<file path="config.mk">
export PLATFORM = sky130hd
export DESIGN_NAME = vehicle_sensor_conditioner
export DESIGN_NICKNAME = d
export VERILOG_FILES = /design/src/rtl/vehicle_sensor_conditioner.sv
export SDC_FILE = /design/constraint.sdc
export NUM_CORES = 1
export LEC_CHECK = 0
export CAP_MARGIN = 20
export CORE_MARGIN = 4
export CORE_UTILIZATION = 38
export CTS_CLUSTER_SIZE = 24
export DETAILED_ROUTE_END_ITERATION = 10
export GPL_TIMING_DRIVEN = 0
export PLACE_DENSITY = 0.64
export SYNTH_ARGS = -nofsm -noshare
export SYNTH_HDL_FRONTEND = slang
export SYNTH_SLANG_ARGS = --single-unit
</file>
<file path="constraint.sdc">
create_clock -name clk -period 6.23 [get_ports clk]
set_clock_uncertainty 0.1 [all_clocks]
set_input_delay 0.9345 -clock clk [delete_from_list [all_inputs] [get_ports clk]]
set_output_delay 0.9345 -clock clk [all_outputs]
set_load 0.005 [all_outputs]
</file>
<file path="src/rtl/vehicle_sensor_conditioner.sv">
// Conditions a bouncy loop-detector input into a vehicle-present request,
// with arrival pulse/count, hold-over after departure and stuck-high detection.
module vehicle_sensor_conditioner #(
    parameter int unsigned DEBOUNCE_CYCLES = 500_000,
    parameter int unsigned HOLD_CYCLES     = 100_000_000,
    parameter int unsigned STUCK_CYCLES    = 1_500_000_000,
    parameter int unsigned CNT_W           = 16
) (
    input  logic             clk,
    input  logic             rst,
    input  logic             sensor_raw,
    input  logic             count_clear,
    output logic             sensor,
    output logic             vehicle_pulse,
    output logic [CNT_W-1:0] vehicle_count,
    output logic             fault
);

    localparam int unsigned DB_W    = (DEBOUNCE_CYCLES > 1) ? $clog2(DEBOUNCE_CYCLES) : 1;
    localparam int unsigned HOLD_W  = (HOLD_CYCLES > 1)     ? $clog2(HOLD_CYCLES)     : 1;
    localparam int unsigned STUCK_W = (STUCK_CYCLES > 1)    ? $clog2(STUCK_CYCLES)    : 1;

    localparam logic [DB_W-1:0]    DB_LAST    = DB_W'(DEBOUNCE_CYCLES - 1);
    localparam logic [HOLD_W-1:0]  HOLD_LAST  = HOLD_W'(HOLD_CYCLES - 1);
    localparam logic [STUCK_W-1:0] STUCK_LAST = STUCK_W'(STUCK_CYCLES - 1);

    typedef enum logic [1:0] {
        IDLE    = 2'd0,
        PRESENT = 2'd1,
        HOLD    = 2'd2,
        FAULT   = 2'd3
    } state_t;

    logic               sync_q;
    logic               raw_s;
    logic               db;
    logic [DB_W-1:0]    db_cnt;
    state_t             state;
    state_t             state_nxt;
    logic [HOLD_W-1:0]  hold_cnt;
    logic [HOLD_W-1:0]  hold_nxt;
    logic [STUCK_W-1:0] stuck_cnt;
    logic [STUCK_W-1:0] stuck_nxt;
    logic               arrive_c;

    // Two-flop synchronizer for the asynchronous detector input
    always_ff @(posedge clk) begin
        if (rst) begin
            sync_q <= 1'b0;
            raw_s  <= 1'b0;
        end else begin
            sync_q <= sensor_raw;
            raw_s  <= sync_q;
        end
    end

    // Debounce: accept a new level only after it has been stable long enough
    always_ff @(posedge clk) begin
        if (rst) begin
            db     <= 1'b0;
            db_cnt <= '0;
        end else if (raw_s == db) begin
            db_cnt <= '0;
        end else if (db_cnt == DB_LAST) begin
            db     <= ~db;
            db_cnt <= '0;
        end else begin
            db_cnt <= db_cnt + DB_W'(1);
        end
    end

    // Presence FSM state and timers
    always_ff @(posedge clk) begin
        if (rst) begin
            state     <= IDLE;
            hold_cnt  <= '0;
            stuck_cnt <= '0;
        end else begin
            state     <= state_nxt;
            hold_cnt  <= hold_nxt;
            stuck_cnt <= stuck_nxt;
        end
    end

    // Timers default to zero so each is cleared whenever its state is entered
    always_comb begin
        state_nxt = state;
        hold_nxt  = '0;
        stuck_nxt = '0;
        arrive_c  = 1'b0;
        case (state)
            IDLE: begin
                if (db) begin
                    state_nxt = PRESENT;
                    arrive_c  = 1'b1;
                end
            end
            PRESENT: begin
                if (!db) begin
                    state_nxt = HOLD;
                end else if (stuck_cnt == STUCK_LAST) begin
                    state_nxt = FAULT;
                end else begin
                    stuck_nxt = stuck_cnt + STUCK_W'(1);
                end
            end
            HOLD: begin
                if (db) begin
                    state_nxt = PRESENT;
                    arrive_c  = 1'b1;
                end else if (hold_cnt == HOLD_LAST) begin
                    state_nxt = IDLE;
                end else begin
                    hold_nxt = hold_cnt + HOLD_W'(1);
                end
            end
            FAULT: begin
                if (!db) begin
                    state_nxt = IDLE;
                end
            end
            default: state_nxt = IDLE;
        endcase
    end

    // Outputs registered from the next state so they align with the state register
    always_ff @(posedge clk) begin
        if (rst) begin
            sensor        <= 1'b0;
            fault         <= 1'b0;
            vehicle_pulse <= 1'b0;
        end else begin
            sensor        <= (state_nxt == PRESENT) || (state_nxt == HOLD);
            fault         <= (state_nxt == FAULT);
            vehicle_pulse <= arrive_c;
        end
    end

    // Saturating arrival counter; clear has priority over a coincident pulse
    always_ff @(posedge clk) begin
        if (rst || count_clear) begin
            vehicle_count <= '0;
        end else if (vehicle_pulse && (vehicle_count != '1)) begin
            vehicle_count <= vehicle_count + CNT_W'(1);
        end
    end

endmodule

</file>
After elaboration in Yosys (flattened, before gate mapping)

Index checks and enable logic that the tools add are counted.

Mux-type cells: 8
Eq/ne operators: 11
$add $sub $neg: 4
Bitwise logic cells: 5
Reductions and logical operators: 10

Operator list:

| operator                                                               | count |
|---|---|
| 31-bit by 1-bit adder with 31-bit output (second input constant)       | 1 |
| 31-bit equality test (second input constant)                           | 1 |
| 27-bit by 1-bit adder with 27-bit output (second input constant)       | 1 |
| 27-bit equality test (second input constant)                           | 1 |
| 19-bit by 1-bit adder with 19-bit output (second input constant)       | 1 |
| 19-bit equality test (second input constant)                           | 1 |
| 16-bit by 1-bit adder with 16-bit output (second input constant)       | 1 |
| 16-bit inequality test (second input constant)                         | 1 |
| 2-bit two-way mux                                                      | 6 |
| 2-bit equality test (second input constant)                            | 4 |
| 2-bit one-hot mux with 4 select lines                                  | 1 |
| 4-bit OR reduction                                                     | 2 |
| 1-bit inverter                                                         | 5 |
| 2-bit by 1-bit equality test with 1-bit output (second input constant) | 2 |
| 2-bit OR reduction                                                     | 2 |
| 3-bit OR reduction                                                     | 1 |
| 2-bit zero test                                                        | 1 |
| 1-bit logical OR                                                       | 2 |
| 2-bit AND reduction                                                    | 1 |
| 1-bit equality test                                                    | 1 |
| 1-bit logical AND                                                      | 1 |
| 1-bit two-way mux                                                      | 1 |

Word-level logic and storage cells: 49
Bits of input ports: 4
Flip-flop bits (word level): 101
Output and inout bits: 19

Longest topological paths before layout

Word-level depth: 6
Depth in mapped cells: 7
Mapped depth without buffers: 7

Worst setup path after synthesis

Ideal clock, no wire load.

Kind: register to register
Start point: register stuck_cnt[16]
End point: register sensor
Library setup time: 0.128 ns
Required time: 6.002 ns
Data arrival time: 2.032 ns
Path slack: 3.970 ns
Period minus slack after synthesis: 2.260 ns
Path buffers: 1
Stages on the path, launching flop included: 8
Path through: dfxtp_1 clkbuf_1 or4b_2 nor4_1 a21oi_1 o21ai_0 ha_1 nor2b_1

Longest elaborated chain between the ends: 6
Elaborated cells between the ends (all ways): 7
Those cells by class: eq/ne (3); mux (3); reduce/logical (1)

Ends and longest elaborated chain:

| element                                                                               | RTL line | text |
|---|---|---|
| start, declared                                                                       | 42       | `logic [STUCK_W-1:0] stuck_cnt;` |
| start signal, assigned                                                                | 81       | `stuck_cnt <= stuck_nxt;` |
| 31-bit equality test *                                                                | 101      | `end else if (stuck_cnt == STUCK_LAST) begin` |
| 2-bit two-way mux *                                                                   | 101      |  |
| 2-bit two-way mux *                                                                   | 99       | `if (!db) begin` |
| 2-bit one-hot mux with 4 select lines *                                               | 91       | `case (state)` |
| net state_nxt[1]                                                                      | 39       | `state_t state_nxt;` |
| 2-bit by 1-bit equality test with 1-bit output or 2-bit equality test (tied branches) | 133      | `sensor <= (state_nxt == PRESENT) \|\| (state_nxt == HOLD);` |
| 1-bit logical OR *                                                                    | 133      |  |
| end signal, assigned                                                                  | 133      |  |
| end, declared                                                                         | 13       | `output logic sensor,` |

Mark *: on every way through the listed nets, which the timed path passes. The rest lies on a longest branch.
A chain may end at the register's enable or synchronous reset.

Worst setup path after layout

Same ends and word-level chain as after synthesis.

==> run metrics <==
status completed; Final Non-Filler Cells 751; Tcrit/Tclk final 42.7%; I/O Buffers 22; Post-DP HPWL 7010 µm; Startpoint Class register; relative slew slack 51.1%; wirelength, routed 10000 µm; Initial Util 38.9%; Antenna Diode Count 0; DRC 0; FFs w/ async S/R, synth 0%; sequential fraction of the synthesis area between 40 and 50%; crit-path max FO 9; Max Used Layer met4; data arrival time of the worst path 2.78 ns; total grt overflow 0; Synth area leader dfxtp_1; Cells after DPL 735; Least-Margin Pin Slew 0.725 ns; FP Rows 40; number of global-route vias before repair 3851; Core Box Area 0.0121 mm²; routed wl met3 249 µm; most frequent cells after synthesis dfxtp_1, nor2_1, a21oi_1; CTS max path bufs 2; CP endpoint kind register; global-route total usage across every layer between 10 and 15%; Fin Hold WS 0.351 ns; io pins 23; Met1 Wirelength 4990 µm; Nets 587; width of the chip between 100 and 150 µm; CTS tree yes; Fin. Hold Viols 0; Setup Slack @ Placement roughly 3.5 ns; post-route ant nets 0; PostCTS Resize Cnt 0; antenna violations before repair 0; Die ar. around 0.014 mm²; fmax 0.376 GHz; # setup viols final 0; Mapped Avg Cell Area 8.60 µm²; final worst slack 3.57 ns; Post-CTS Hold Buffers 0; first-pass GRT wire length 17600 µm; Yosys cell types 46; max_cap viols 0; Req. time, crit path 6.35 ns; total power 1.29 mW; Post-Layout Inst Area around 0.0055 mm²; Iter 0 DRT Violations 315; Yosys top cell area share 43.1%; Clock transition at path regs 0.06 ns; drt wl/cell 13.3 µm; height of the die about 120 µm; area delta synth->final 16.6%; Pleak 1.52 nW; Final Util 45.3%; Post-synth top flop dfxtp_1; post-CTS setup buffers 0; top-count cell post-synth dfxtp_1; H-Tree Depth 3; CTS root buf clkbuf_16; leading post-synthesis cells by cell area dfxtp_1, a21oi_1, xnor2_1; vias per cell 5.36; post-synth net total roughly 550; final setup TNS 0 ns; power density over the cells 235 mW/mm²; CTS buffer count 9; Clock Latency Late Sink 0.35 ns; EDFF count, synth 0; kind of critical path register to register; RSZ-0062 raised after global routing false; layout cell share with drive strength beyond 1 approximately 6.7%; VDD IR-drop max 130 µV; clock sink count 101; min cycle time layout 2.66 ns; GPL Wtd Cong 0.802; post-synthesis register bit count 101; Post-Synthesis Cells around 550; drt first pass iters 4; dpl cell area 0.00512 mm²; Met2 Wirelength 4560 µm; count of warnings emitted by yosys 0; vias 4029; Slew Viols, Final 0; Netlist Area Pre-Place 0.00469 mm²; Hold WC Path Type register to register; largest net degree at the start of global routing 16
cells by family (layout without fill, tap and decap cells):
| group | count (synthesis) | count (layout) | share of synthesized area [%] |
|---|---|---|---|
| AO/OA/AOI/OAI | 104 | 104 | 14.0 |
| XOR/XNOR | 40 | 40 | 7.47 |
| buffers and inverters | 38 | 76 | 3.47 |
| flip-flops | 101 | 101 | 43.1 |
| AND/OR/NAND/NOR | 257 | 257 | 30.6 |
| adder cells (fa/ha/maj) | 5 | 5 | 1.33 |
report_power, final:
part / switching, mW / internal, mW
registers: 0.000479 / 0.646
logic: 0.00524 / 0.00349
clock network: 0.235 / 0.395
final cells by class:
type,instances,area [µm²]
Buffer,21,98.8
Clock buffer,13,280
Clock inverter,3,65.1
Fill cell,1173,6600
Inverter,17,63.8
Multi-Input combinational cell,406,2500
Sequential cell,101,2020
Tap cell,168,210
Timing Repair Buffer,22,220
layer usage:
metal  GRT usage [%]  vias to the layer above
met3            2.94                       15
met5               0                        -
met4            7.39                        0
li1                -                     2075
met1            19.6                     1891
met2            22.6                       48
registers in the layout, indices dropped and copies added (netlist names), 2 cells and up:
register / count
stuck_cnt: 31
hold_cnt: 27
state: 2
db_cnt: 19
vehicle_count: 16
critical path: stages, from the launching register on:
cell      delay (ns)
dfxtp_1         0.29
clkbuf_1        0.17
or4b_2          0.70
nor4_1          0.44
a21oi_1         0.16
o21ai_0         0.25
ha_1            0.27
nor2b_1         0.14
final timing paths:
check / from / to / slack [ns] / cells after the start
setup / recovery: stuck_cnt[16]$_SDFF_PP0_ / sensor$_SDFF_PP0_ / 3.57 / 7
hold / removal: sync_q$_SDFF_PP0_ / raw_s$_SDFF_PP0_ / 0.35 / 1
setup reg to reg: stuck_cnt[16]$_SDFF_PP0_ / sensor$_SDFF_PP0_ / 3.57 / 7
hold reg to reg: sync_q$_SDFF_PP0_ / raw_s$_SDFF_PP0_ / 0.35 / 1
placed cells by master, fill, tap and decap left out, types with 4 or more instances in the layout:
master and instances:
and4_1 9, nor2b_1 6, o21ai_0 23, or3_1 23, o31ai_1 21, nor4_1 10
or4_1 27, inv_1 17, buf_2 7, nand4_1 23, dfxtp_1 101, clkdlybuf4s50_1 22
clkbuf_8 4, a21oi_1 46, nor3_1 9, xnor2_1 26, clkbuf_1 11, xor2_1 14
nor2_1 59, ha_1 5, and3_1 7, clkbuf_16 9, nand2_1 36, nand3_1 30
(Power assumes the default switching activity.)
